--- config.mk ---
export PLATFORM = sky130hd
export DESIGN_NAME = fetch_unit_flat
export DESIGN_NICKNAME = d
export VERILOG_FILES = /design/src/rtl/fetch_unit_if.sv /design/src/rtl/fetch_unit.sv /design/src/flat_wrapper.sv
export SDC_FILE = /design/constraint.sdc
export NUM_CORES = 1
export LEC_CHECK = 0
export BUFFER_PORTS_ARGS = -buffer_cell sky130_fd_sc_hd__buf_2
export CAP_MARGIN = 40
export CORE_MARGIN = 1.5
export CORE_UTILIZATION = 35
export CTS_BUF_LIST = sky130_fd_sc_hd__clkbuf_8
export DETAILED_ROUTE_END_ITERATION = 8
export SKIP_CTS_REPAIR_TIMING = 1
export SYNTH_ARGS = -nofsm -noshare
export SYNTH_HDL_FRONTEND = slang
export SYNTH_SLANG_ARGS = --single-unit
--- constraint.sdc ---
create_clock -name clk -period 10.7 [get_ports clk]
set_input_delay 0.535 -clock clk [delete_from_list [all_inputs] [get_ports clk]]
set_output_delay 0.535 -clock clk [all_outputs]
set_load 0.03 [all_outputs]
--- src/rtl/fetch_unit_if.sv ---
// Bundle of the fetch stage's three channels: imem request/response, execute redirect, decode output.
// The master modport is the fetch unit's view; the slave modport is the environment's view.
interface fetch_unit_if #(
  parameter int XLEN = 32
);
  logic            imem_req_valid;
  logic            imem_req_ready;
  logic [XLEN-1:0] imem_req_addr;
  logic            imem_rsp_valid;
  logic [XLEN-1:0] imem_rsp_data;
  logic            redirect_valid;
  logic [XLEN-1:0] redirect_pc;
  logic            inst_valid;
  logic            inst_ready;
  logic [XLEN-1:0] inst_data;
  logic [XLEN-1:0] inst_pc;

  modport master (
    output imem_req_valid, imem_req_addr,
    input  imem_req_ready, imem_rsp_valid, imem_rsp_data,
    input  redirect_valid, redirect_pc,
    output inst_valid, inst_data, inst_pc,
    input  inst_ready
  );

  modport slave (
    input  imem_req_valid, imem_req_addr,
    output imem_req_ready, imem_rsp_valid, imem_rsp_data,
    output redirect_valid, redirect_pc,
    input  inst_valid, inst_data, inst_pc,
    output inst_ready
  );
endinterface

--- src/rtl/fetch_unit.sv ---
// Instruction fetch stage: PC, in-order fetch queue, redirect flush with in-flight response dropping.
// Optional macro FETCH_PERF_EN adds a saturating 32-bit fetch_count output of decode handshakes.
module fetch_unit #(
  parameter int              XLEN     = 32,
  parameter logic [XLEN-1:0] RESET_PC = {XLEN{1'b0}},
  parameter int              DEPTH    = 2
) (
  input  logic         clk,
  input  logic         reset,
  fetch_unit_if.master bus
`ifdef FETCH_PERF_EN
  ,
  output logic [31:0]  fetch_count
`endif
);
  localparam int            PW      = $clog2(DEPTH);
  localparam int            CW      = PW + 1;
  localparam logic [CW:0]   DEPTH_W = DEPTH[CW:0];

  logic [XLEN-1:0]  pc_q, pc_d;
  logic [XLEN-1:0]  ent_pc_q   [DEPTH];
  logic [XLEN-1:0]  ent_data_q [DEPTH];
  logic [DEPTH-1:0] filled_q, filled_d;
  logic [PW-1:0]    alloc_q, alloc_d, fill_q, fill_d, head_q, head_d;
  logic [CW-1:0]    count_q, count_d, pend_q, pend_d, drop_q, drop_d;
  logic [CW:0]      used_s;
  logic             inst_valid_s, pop_s, req_valid_s, accept_s, rsp_fill_s, rsp_drop_s;
  logic [1:0]       redirect_lsb_unused_s;

  assign redirect_lsb_unused_s = bus.redirect_pc[1:0];

  // Handshake qualifiers; credits are queue entries plus responses still owed to a flushed stream.
  always_comb begin
    inst_valid_s = (count_q != {CW{1'b0}}) && filled_q[head_q];
    pop_s        = inst_valid_s && bus.inst_ready;
    used_s       = {1'b0, count_q} + {1'b0, drop_q} - {{CW{1'b0}}, pop_s};
    req_valid_s  = (used_s < DEPTH_W) && !bus.redirect_valid && !reset;
    accept_s     = req_valid_s && bus.imem_req_ready;
    rsp_fill_s   = bus.imem_rsp_valid && (drop_q == {CW{1'b0}});
    rsp_drop_s   = bus.imem_rsp_valid && (drop_q != {CW{1'b0}});
  end

  // Next-state for PC, pointers, occupancy and drop accounting.
  always_comb begin
    pc_d     = pc_q;
    alloc_d  = alloc_q;
    fill_d   = fill_q;
    head_d   = head_q;
    filled_d = filled_q;
    count_d  = count_q;
    pend_d   = pend_q;
    drop_d   = drop_q;
    if (bus.redirect_valid) begin
      // Words still owed after this cycle's response become drops.
      pc_d     = {bus.redirect_pc[XLEN-1:2], 2'b00};
      alloc_d  = {PW{1'b0}};
      fill_d   = {PW{1'b0}};
      head_d   = {PW{1'b0}};
      filled_d = {DEPTH{1'b0}};
      count_d  = {CW{1'b0}};
      pend_d   = {CW{1'b0}};
      drop_d   = drop_q - CW'(rsp_drop_s) + pend_q - CW'(rsp_fill_s);
    end else begin
      count_d = count_q + CW'(accept_s) - CW'(pop_s);
      pend_d  = pend_q + CW'(accept_s) - CW'(rsp_fill_s);
      drop_d  = drop_q - CW'(rsp_drop_s);
      if (accept_s) begin
        pc_d    = pc_q + XLEN'(32'd4);
        alloc_d = alloc_q + PW'(1'b1);
      end else begin
        pc_d    = pc_q;
        alloc_d = alloc_q;
      end
      if (rsp_fill_s) begin
        filled_d[fill_q] = 1'b1;
        fill_d           = fill_q + PW'(1'b1);
      end else begin
        fill_d = fill_q;
      end
      if (pop_s) begin
        filled_d[head_q] = 1'b0;
        head_d           = head_q + PW'(1'b1);
      end else begin
        head_d = head_q;
      end
    end
  end

  // State registers and queue storage.
  always_ff @(posedge clk or posedge reset) begin
    if (reset) begin
      pc_q     <= RESET_PC;
      alloc_q  <= {PW{1'b0}};
      fill_q   <= {PW{1'b0}};
      head_q   <= {PW{1'b0}};
      filled_q <= {DEPTH{1'b0}};
      count_q  <= {CW{1'b0}};
      pend_q   <= {CW{1'b0}};
      drop_q   <= {CW{1'b0}};
      for (int i = 0; i < DEPTH; i++) begin
        ent_pc_q[i]   <= {XLEN{1'b0}};
        ent_data_q[i] <= {XLEN{1'b0}};
      end
    end else begin
      pc_q     <= pc_d;
      alloc_q  <= alloc_d;
      fill_q   <= fill_d;
      head_q   <= head_d;
      filled_q <= filled_d;
      count_q  <= count_d;
      pend_q   <= pend_d;
      drop_q   <= drop_d;
      if (accept_s) begin
        ent_pc_q[alloc_q] <= pc_q;
      end
      if (rsp_fill_s) begin
        ent_data_q[fill_q] <= bus.imem_rsp_data;
      end
    end
  end

  assign bus.imem_req_valid = req_valid_s;
  assign bus.imem_req_addr  = pc_q;
  assign bus.inst_valid     = inst_valid_s;
  assign bus.inst_data      = inst_valid_s ? ent_data_q[head_q] : {XLEN{1'b0}};
  assign bus.inst_pc        = inst_valid_s ? ent_pc_q[head_q]   : {XLEN{1'b0}};

`ifdef FETCH_PERF_EN
  logic [31:0] fetch_count_q;

  // Saturating count of decode handshakes.
  always_ff @(posedge clk or posedge reset) begin
    if (reset) begin
      fetch_count_q <= 32'd0;
    end else if (pop_s && (fetch_count_q != 32'hFFFF_FFFF)) begin
      fetch_count_q <= fetch_count_q + 32'd1;
    end else begin
      fetch_count_q <= fetch_count_q;
    end
  end

  assign fetch_count = fetch_count_q;
`endif
endmodule

--- src/flat_wrapper.sv ---
// flat-port wrapper written by rule: the top's interface ports become plain ports
module fetch_unit_flat 
#(
  parameter int              XLEN     = 32,
  parameter logic [XLEN-1:0] RESET_PC = {XLEN{1'b0}},
  parameter int              DEPTH    = 2
)
  (clk, reset, bus_imem_req_valid, bus_imem_req_addr, bus_imem_req_ready, bus_imem_rsp_valid, bus_imem_rsp_data, bus_redirect_valid, bus_redirect_pc, bus_inst_valid, bus_inst_data, bus_inst_pc, bus_inst_ready);
  fetch_unit_if #(.XLEN(XLEN)) bus_i ();
  input  logic clk;
  input  logic reset;
  output wire logic [$bits(bus_i.imem_req_valid)-1:0] bus_imem_req_valid;
  output wire logic [$bits(bus_i.imem_req_addr)-1:0] bus_imem_req_addr;
  input wire logic [$bits(bus_i.imem_req_ready)-1:0] bus_imem_req_ready;
  input wire logic [$bits(bus_i.imem_rsp_valid)-1:0] bus_imem_rsp_valid;
  input wire logic [$bits(bus_i.imem_rsp_data)-1:0] bus_imem_rsp_data;
  input wire logic [$bits(bus_i.redirect_valid)-1:0] bus_redirect_valid;
  input wire logic [$bits(bus_i.redirect_pc)-1:0] bus_redirect_pc;
  output wire logic [$bits(bus_i.inst_valid)-1:0] bus_inst_valid;
  output wire logic [$bits(bus_i.inst_data)-1:0] bus_inst_data;
  output wire logic [$bits(bus_i.inst_pc)-1:0] bus_inst_pc;
  input wire logic [$bits(bus_i.inst_ready)-1:0] bus_inst_ready;
  assign bus_imem_req_valid = bus_i.imem_req_valid;
  assign bus_imem_req_addr = bus_i.imem_req_addr;
  assign bus_i.imem_req_ready = bus_imem_req_ready;
  assign bus_i.imem_rsp_valid = bus_imem_rsp_valid;
  assign bus_i.imem_rsp_data = bus_imem_rsp_data;
  assign bus_i.redirect_valid = bus_redirect_valid;
  assign bus_i.redirect_pc = bus_redirect_pc;
  assign bus_inst_valid = bus_i.inst_valid;
  assign bus_inst_data = bus_i.inst_data;
  assign bus_inst_pc = bus_i.inst_pc;
  assign bus_i.inst_ready = bus_inst_ready;
  fetch_unit #(.XLEN(XLEN), .RESET_PC(RESET_PC), .DEPTH(DEPTH)) u_core (.clk(clk), .reset(reset), .bus(bus_i));
endmodule
Word-level counts from Yosys, hierarchy flattened --
Index checks and enable logic that the tools add are counted.
Storage, ports and cells: logic and storage cells 95, register bits after elaboration 171, input port bits 70
Cells by class: $lt $le $gt $ge 10, reductions and logical operators 19, add/subtract/negate cells 13, muxes and demuxes 35, bitwise operators 6
Operators with widths (count):
- 32-bit 2-to-1 mux | 12
- 64-bit bitwise mux | 2
- 32-bit demux with 1-bit select | 2
- 32-bit by 3-bit adder with 32-bit output (second input constant) | 1
- 2-bit 2-to-1 mux | 7
- 1-bit logical AND | 11
- 1-bit 2-to-1 mux | 10
- 2-bit nonzero test | 5
- 2-bit by 1-bit subtractor with 2-bit output | 4
- 2-bit >= comparator (second input constant) | 3
- 1-bit NOT with 2-bit output | 3
- 2-bit by 1-bit adder with 2-bit output | 2
- 1-bit by 2-bit < comparator with 1-bit output (second input constant) | 2
- 2-bit by 1-bit < comparator with 1-bit output (second input constant) | 2
- 1-bit adder (second input constant) | 3
- 2-bit by 2-bit adder with 3-bit output | 1
- 3-bit by 2-bit < comparator with 1-bit output (second input constant) | 1
- 3-bit by 1-bit subtractor with 3-bit output | 1
- 2-bit adder | 1
- 2-bit AND | 1
- 1-bit demux with 1-bit select | 2
- 1-bit >= comparator (second input constant) | 2
- 1-bit logical NOT | 2
- 2-bit logical NOT | 1
- 2 further kinds | 2

Logic depth before layout (Yosys ltp) --
Gate-level depths: netlist (run 1).
word-level depth 12, depth in mapped cells 13, depth with buffers taken out 11

Least setup slack after synthesis (run 1) --
OpenSTA, ideal clock, no wires.
kind register -> register, start register u_core.head_q, end register u_core.pc_q[23], in the netlist u_core.bus.imem_req_addr[23], library setup time 0.069 ns, arrival 2.843 ns, data required time 10.631 ns, path slack 7.787 ns, period minus slack after synthesis 2.913 ns, cell stages (with the launch flop) 13, buffers on the path 1, path through dfrtp_1 or2_2 o2111ai_1 xnor2_1 nand2_1 fa_1 xor2_1 nand4_2 inv_1 clkbuf_8 nand3_2 or4_1 nand3_1
Between the ends: longest elaborated chain between the ends 10
RTL lines:
- start: declaration | line fetch_unit.sv:24 | logic [PW-1:0] alloc_q, alloc_d, fill_q, fill_d, head_q, head_d;
- start signal: assignment | line fetch_unit.sv:95 | head_q <= {PW{1'b0}};
- 1-bit 2-to-1 mux (not written as such) (2 in series) | line fetch_unit.sv:34 | inst_valid_s = (count_q != {CW{1'b0}}) && filled_q[head_q];
- 1-bit logical AND | line fetch_unit.sv:34
- 1-bit logical AND | line fetch_unit.sv:35 | pop_s = inst_valid_s && bus.inst_ready;
- 3-bit by 1-bit subtractor with 3-bit output | line fetch_unit.sv:36 | used_s = {1'b0, count_q} + {1'b0, drop_q} - {{CW{1'b0}}, pop_s};
- 3-bit by 2-bit < comparator with 1-bit output | line fetch_unit.sv:37 | req_valid_s = (used_s < DEPTH_W) && !bus.redirect_valid && !reset;
- 1-bit logical AND (2 in series) | line fetch_unit.sv:37
- 1-bit logical AND | line fetch_unit.sv:38 | accept_s = req_valid_s && bus.imem_req_ready;
- 2-bit nonzero test (no source line)
- end signal: assignment | line fetch_unit.sv:105 | pc_q <= pc_d;
- end: declaration | line fetch_unit.sv:20 | logic [XLEN-1:0] pc_q, pc_d;
No other way between the ends. The select of a mux whose other input is x is not followed. A chain may end at the register's enable or synchronous reset.

Final worst setup path (run 1) --
start register u_core.head_q, end register u_core.ent_pc_q[27] (netlist name)
Between the ends: longest elaborated chain between the ends 9
RTL lines:
- 1-bit 2-to-1 mux (not written as such) (2 in series) | line fetch_unit.sv:34
- 1-bit logical AND | line fetch_unit.sv:34
- 1-bit logical AND | line fetch_unit.sv:35
- 3-bit by 1-bit subtractor with 3-bit output | line fetch_unit.sv:36
- 3-bit by 2-bit < comparator with 1-bit output | line fetch_unit.sv:37
- 1-bit logical AND (2 in series) | line fetch_unit.sv:37
- 1-bit logical AND | line fetch_unit.sv:38
- end signal: indexed assignment | line fetch_unit.sv:101 | ent_pc_q[i] <= {XLEN{1'b0}};
- end signal: indexed assignment | line fetch_unit.sv:114 | ent_pc_q[alloc_q] <= pc_q;
- end: declaration | line fetch_unit.sv:21 | logic [XLEN-1:0] ent_pc_q [DEPTH];
No other way between the ends. The select of a mux whose other input is x is not followed.

==> summary.txt, run 1 <==
Clocking
  • Total CTS buffers: 17
  • # clock sinks: 165
  • CTS H-tree lvls: 4
  • CTS root buf: clkbuf_8
  • Clock slew at reported path FFs: 0.10 ns
  • CTS Buffer Depth: 2
  • CTS tree: built
  • Clock Latency Late Sink: 0.46 ns

Timing
  • Fin crit period: 4.561 ns
  • Setup TNS Final: 0 ns
  • Final hold violations: 0
  • Max Fclk: 0.2192 GHz
  • Layout Skew: 0.01918 ns
  • RSZ-0062 raised after global routing: false
  • Fin crit share: 0.4263
  • Setup Viol. Count Final: 0
  • Worst slew pin tran: 0.8098 ns
  • Worst slew margin: 0.4596
  • Worst setup margin: 6.139 ns
  • Max-slew violations: 0

Logic synthesis
  • Area fraction in compound gates after synthesis: 0.05991
  • EDFF count, synth: 0
  • Seq/Total Area, Yosys: 0.5135
  • Synth Area in Simple Gates: 0.1089
  • Synth Register Bits: 165
  • Combinational family with the most area after synthesis: multiplexers
  • Syn Area/Cell: 11.74 um^2
  • XOR/XNOR share of the synthesized area: 0.01416
  • Syn Inst Count: 685
  • Share of the synthesized area in the top cell type: 0.5135
  • Post-Syn Area: 0.008040 mm^2
  • Post-synth ARST share: 1.000
  • Post-synthesis adder-cell area fraction: 0.01338
  • Post-synthesis mux area share: 0.2493
  • Yosys cell types: 51
  • Top cells by area, synth: dfrtp_1 (51%), mux2_2 (17%), mux2i_1 (7.8%)
  • YS warnings: 0
  • Ys flop type: dfrtp_1
  • Post-synth top area cell: dfrtp_1

Drt
  • Post-Route WL: 19.36 mm
  • Via/cell ratio: 5.113
  • 1st-iter DRT viols: 194
  • Via count: 5798
  • DRC viols: 0
  • Wire per inst: 17.07 um
  • Drt pass-1 iters: 4
  • Remaining antenna violation count: 0

Power
  • Lkg Pwr: 0.004418 uW
  • Maximum VDD drop: 0.08626 mV
  • Flop pwr share: 0.498
  • Net Sw Power: 636.4 uW
  • Sw Share: 0.3315
  • Int Pwr: 1283 uW
  • Clock share of power: 0.234
  • Pwr Density: 202.1 mW/mm^2
  • Gate power share: 0.268
  • Total power: 1920 uW

Critical path
  • CP Buf/Inv Count: 3
  • Critical path launch point type: flip-flop
  • CP Cell Sequence: or2_2, o2111ai_1, xnor2_1, nand2_1, fa_1, xor2_1, nand4_2, buf_4, inv_1, nand2_1, buf_4, mux2_2
  • Setup CP Type: reg2reg
  • Crit-path max FO: 30
  • Crit path required time: 11.04 ns
  • Delay of the slowest critical-path stage: 0.79 ns
  • Crit. End Element: flip-flop
  • Arrival time worst endpoint: 4.90 ns
  • Slowest-stage cell, CP: dfrtp_4
  • CP top delay family: buffers and inverters

Floorplanning
  • Ports: 168
  • Initial Util: 0.3562
  • Std cell rows: 55
  • Die ar.: 0.02389 mm^2
  • Die Y: 154.6 um
  • Core Area: 0.02257 mm^2
  • Die outline width: 154.6 um

Placement
  • Placement Cell Area: 0.009111 mm^2
  • Port buffer count: 161
  • Final HPWL DP: 13.09 mm
  • Pre-CTS setup slack: 6.104 ns
  • RePlAce Congestion: 0.7437

Min path
  • Tightest Hold Check Type: in2async

GRT
  • Initial antenna violation count: 0
  • Vias in the first global route: 5866
  • First-pass GRT wire length: 31.71 mm
  • Largest net degree at the start of global routing: 59
  • Total grt overflow: 0
  • GRT Overall Usage: 0.1682

Layout
  • Finished Cell Area: 0.009499 mm^2
  • Diodes inserted: 0
  • Nets: 914
  • Final Util: 0.4208
  • Layout cells sized above 1: 0.4064
  • Area Overhead vs Synth: 18.15%

Status
  • Status: finished clean

Flow run
  • Max_cap viols: 0
==> metrics by stage <==
stage,hold WS (ns),std cells
6_report,0.1005,1134
5_1_grt,0.09719,1134
4_1_cts,0.08497,1134
3_5_place_dp,0.4699,1102
3_3_place_gp,0.4650,1099
2_1_floorplan,0.4496,688
==> cell families (layout without fill, tap and decap cells) <==
logic type,Yosys count,count (layout)
multiplexers,185,185
adder cells (fa/ha/maj),8,8
XOR/XNOR,13,13
flip-flops,165,165
buffers and inverters,59,220
AND/OR/NAND/NOR,185,185
other,1,4
AO/OA/AOI/OAI,69,69
==> Yosys cell counts, drive strengths merged, types with 2 or more instances <==
| library cell | number |
|---|---|
| nor3 | 2 |
| and3 | 7 |
| or4 | 2 |
| a31oi | 4 |
| inv | 14 |
| a22oi | 2 |
| o211ai | 9 |
| nand4 | 12 |
| nor2 | 88 |
| ha | 7 |
| nor2b | 4 |
| buf | 26 |
| a221o | 5 |
| nand2 | 40 |
| o311ai | 11 |
| nor4 | 4 |
| dfrtp | 165 |
| mux2 | 122 |
| nand3 | 20 |
| a31o | 3 |
| xnor2 | 5 |
| mux2i | 63 |
| xor2 | 8 |
| and2 | 3 |
| clkbuf | 18 |
| a21oi | 4 |
| o21ai | 24 |
==> final timing paths <==
kind	endpoint	slack [ns]	depth (start not counted)	start
min in group clk	u_core.filled_q[1]$_DFF_PP0_	0.28	2	bus_inst_ready
max reg2reg	u_core.ent_pc_q[27]$_DFFE_PP0P_	6.14	12	u_core.head_q$_DFFE_PP0P_
min reg2reg	u_core.ent_pc_q[16]$_DFFE_PP0P_	0.49	2	u_core.ent_pc_q[16]$_DFFE_PP0P_
max	u_core.ent_pc_q[27]$_DFFE_PP0P_	6.14	12	u_core.head_q$_DFFE_PP0P_
min	u_core.drop_q[1]$_DFF_PP0_	0.10	2	reset
max in group asynchronous	u_core.ent_pc_q[31]$_DFFE_PP0P_	9.28	5	reset
==> state kept, by name (all words and copies together), names as in the netlist <==
signal                    count
u_core.alloc_q                1
u_core.bus.imem_req_addr     30
u_core.count_q                2
u_core.drop_q                 2
u_core.ent_data_q            64
u_core.ent_pc_q              60
u_core.fill_q                 1
u_core.filled_q               2
u_core.head_q                 1
u_core.pend_q                 2
==> worst reg2reg max path: stages, from the launching register on <==
cell	delay, ns
dfrtp_4	0.79
or2_2	0.23
o2111ai_1	0.25
xnor2_1	0.29
nand2_1	0.11
fa_1	0.38
xor2_1	0.22
nand4_2	0.11
buf_4	0.24
inv_1	0.64
nand2_1	0.48
buf_4	0.38
mux2_2	0.33
==> layer usage <==
metal  routed length [um]  vias up  track usage
li1                     -     2731            -
met1                 8960     2903       0.2233
met2                 9234      138       0.2765
met3                  776       26      0.03278
met4                  387        0      0.05540
met5                    0        -            0
==> final cells by class <==
class | instances | area [um^2]
timing repair buffer | 174 | 955.9
clock buffer | 17 | 234.0
clock inverter | 15 | 153.9
multi-input combinational | 464 | 3608
inverter | 14 | 57.56
sequential | 165 | 4133
tap | 285 | 356.6
fill | 2157 | 13070
==> power by group through the flow <==
stage / registers, uW / logic (uW) / clock network [uW]
6_report: 955 / 514 / 450
5_1_grt: 986 / 573 / 492
4_1_cts: 955 / 524 / 468
3_5_place_dp: 969 / 523 / 0
3_3_place_gp: 959 / 502 / 0
2_1_floorplan: 959 / 399 / 0
==> cells in the final DEF (no fill, tap or decap), types with 3 or more instances in the layout <==
cell / n
xor2_1: 8
and3_1: 6
xnor2_1: 5
o21ai_0: 24
nor2_1: 85
a221o_1: 5
buf_2: 161
buf_4: 10
inv_1: 13
a31o_2: 3
inv_8: 4
a21oi_1: 4
nand3_1: 18
o311ai_0: 11
o211ai_1: 9
mux2i_1: 63
inv_6: 7
nor2b_1: 4
a31oi_1: 4
dfrtp_1: 164
nand4_1: 10
mux2_2: 122
clkbuf_8: 17
conb_1: 4
ha_1: 7
nand2_1: 40
Power figures use the tool's default switching activity.
==> inputs of run 2 (changes only) <==
Clock period 10.7 ns to 3.8 ns, I/O delays scaled along.
==> summary.txt, run 2 (same netlist as run 1, synthesis figures left out) <==
GRT
  • M1 GR Usage: 0.2300
  • Largest net degree at the start of global routing: 80
  • Grt met2 use: 0.2640
  • GRT Overall Usage: 0.1663
  • Initial antenna violation count: 0
  • First-pass GRT wire length: 30.89 mm
  • Global-route track usage on met3: 0.03530
  • Vias in the first global route: 5707
  • GR peak layer: met2
  • Total grt overflow: 0

Critical path
  • Crit path required time: 4.20 ns
  • Critical path launch point type: flip-flop
  • Crit. End Element: flip-flop
  • Arrival time worst endpoint: 3.68 ns
  • FF-to-FF setup slack: 0.52 ns
  • Setup CP Type: reg2reg
  • Crit-path max FO: 20

Timing
  • RSZ-0062 raised after global routing: false
  • Fin crit period: 3.279 ns
  • Setup Viol. Count Final: 0
  • Max Fclk: 0.3050 GHz
  • Fin crit share: 0.8629
  • Worst slew pin tran: 0.6747 ns
  • Max-slew violations: 0
  • Setup TNS Final: 0 ns
  • Hold slack: 0.00005909 ns
  • Worst slew margin: 0.5502
  • Layout Skew: 0.01887 ns
  • Final hold violations: 0

Clocking
  • # clock sinks: 165
  • Clock slew at reported path FFs: 0.10 ns
  • CTS H-tree lvls: 4
  • Clock Latency Late Sink: 0.46 ns
  • Total CTS buffers: 17
  • CTS Buffer Depth: 2
  • CTS tree: built
  • CTS root buf: clkbuf_8

Layout
  • Area Overhead vs Synth: 26.53%
  • Sequential cell area: 0.004133 mm^2
  • Most common cell after layout, fill and taps aside: dfrtp_1
  • Multi-input logic area: 0.003613 mm^2
  • Nets: 980
  • Reg with most FFs: u_core.ent_data_q
  • Max reg flops: 64
  • Layout cells sized above 1: 0.3836
  • Finished Cell Area: 0.01017 mm^2
  • Fill count: 2138
  • Diodes inserted: 0
  • Most used cells in the layout excluding fill and tap cells: dfrtp_1 (164), buf_2 (161), mux2_2 (122), nor2_1 (85), mux2i_1 (63)

Power
  • Pwr Density: 548.7 mW/mm^2
  • Lkg Pwr: 0.004703 uW
  • Maximum VDD drop: 0.2308 mV

Drt
  • 1st-iter DRT viols: 300
  • Wire per inst: 16.36 um
  • Remaining antenna violation count: 0
  • DRC viols: 0
  • Via/cell ratio: 5.029
  • Via count: 6035
  • Post-Route WL: 19.63 mm
  • Drt pass-1 iters: 5

Floorplanning
  • Core Area: 0.02257 mm^2
  • Initial Util: 0.3562
  • Ports: 168
  • Die Y: 154.6 um
  • Die outline width: 154.6 um
  • Die ar.: 0.02389 mm^2
  • Std cell rows: 55

Placement
  • RePlAce Congestion: 0.7519
  • Port buffer count: 161
  • Placement Cell Area: 0.009136 mm^2
  • Final HPWL DP: 13.17 mm

Status
  • Status: finished clean

Min path
  • Tightest Hold Check Type: in2reg

Flow run
  • Max_cap viols: 0
## run 2: cell count changes in the layout (fill, tap and decap cells not counted), moves of 2 or more
cell           before  now
buf_16              2    0
dlygate4sd3_1       0   60
clkinv_8            2    0
bufinv_16           0    3
buf_4              10   16
clkinvlp_4          2    5
inv_6               7    2
## run 2: final timing paths
path / cells after the start / to / startpoint
min: 3 / u_core.bus.imem_req_addr[6]$_DFFE_PP0P_ / bus_redirect_pc[6]
min reg2reg: 2 / u_core.ent_pc_q[4]$_DFFE_PP0P_ / u_core.ent_pc_q[4]$_DFFE_PP0P_
min in group asynchronous: 3 / u_core.ent_pc_q[24]$_DFFE_PP0P_ / reset
max reg2reg: 12 / u_core.bus.imem_req_addr[23]$_DFFE_PP0P_ / u_core.head_q$_DFFE_PP0P_
max in group asynchronous: 5 / u_core.bus.imem_req_addr[5]$_DFFE_PP0P_ / reset
max: 12 / u_core.bus.imem_req_addr[23]$_DFFE_PP0P_ / u_core.head_q$_DFFE_PP0P_
## run 2: per-layer routing
metal | part of all wire | up-vias
met1 | 0.48 | 3011
li1 | - | 2874
met4 | 0.013 | 0
met3 | 0.034 | 16
met2 | 0.48 | 134
met5 | 0 | -
## run 2: critical path, cell delays in order (launching register included)
cell	delay (ns)
dfrtp_4	0.50
or2_2	0.31
o2111ai_1	0.22
xnor2_1	0.20
nand2_1	0.09
fa_1	0.38
xor2_1	0.22
nand4_2	0.13
inv_1	0.08
buf_4	0.28
nand3_2	0.19
or4_1	0.53
nand3_1	0.09
## run 2: layout make-up
type | count | share of cell area
Clock inverter | 14 | 0.01857
Sequential cell | 165 | 0.4062
Inverter | 14 | 0.005534
Timing Repair Buffer | 240 | 0.1551
Clock buffer | 18 | 0.02435
Multi-Input combinational cell | 464 | 0.3552
Tap cell | 285 | 0.03505
## run 2: through the flow
step | std cells | utilization | setup WS (ns) | total power, uW
finish | 1200 | 0.4507 | 0.5211 | 5583
global route | 1200 | 0.4507 | 0.3044 | 5952
CTS | 1140 | 0.4241 | 0.4993 | 5607
detailed placement | 1108 | 0.4048 | 0.4892 | 4188
global placement | 1106 | 0.4034 | 0.4020 | 4133
floorplan | 688 | - | 0.8872 | 3824
## run 2: power breakdown
group / internal [uW] / switching [uW]
logic: 820 / 673
clock network: 686 / 717
registers: 2340 / 351
total: 3840 / 1740
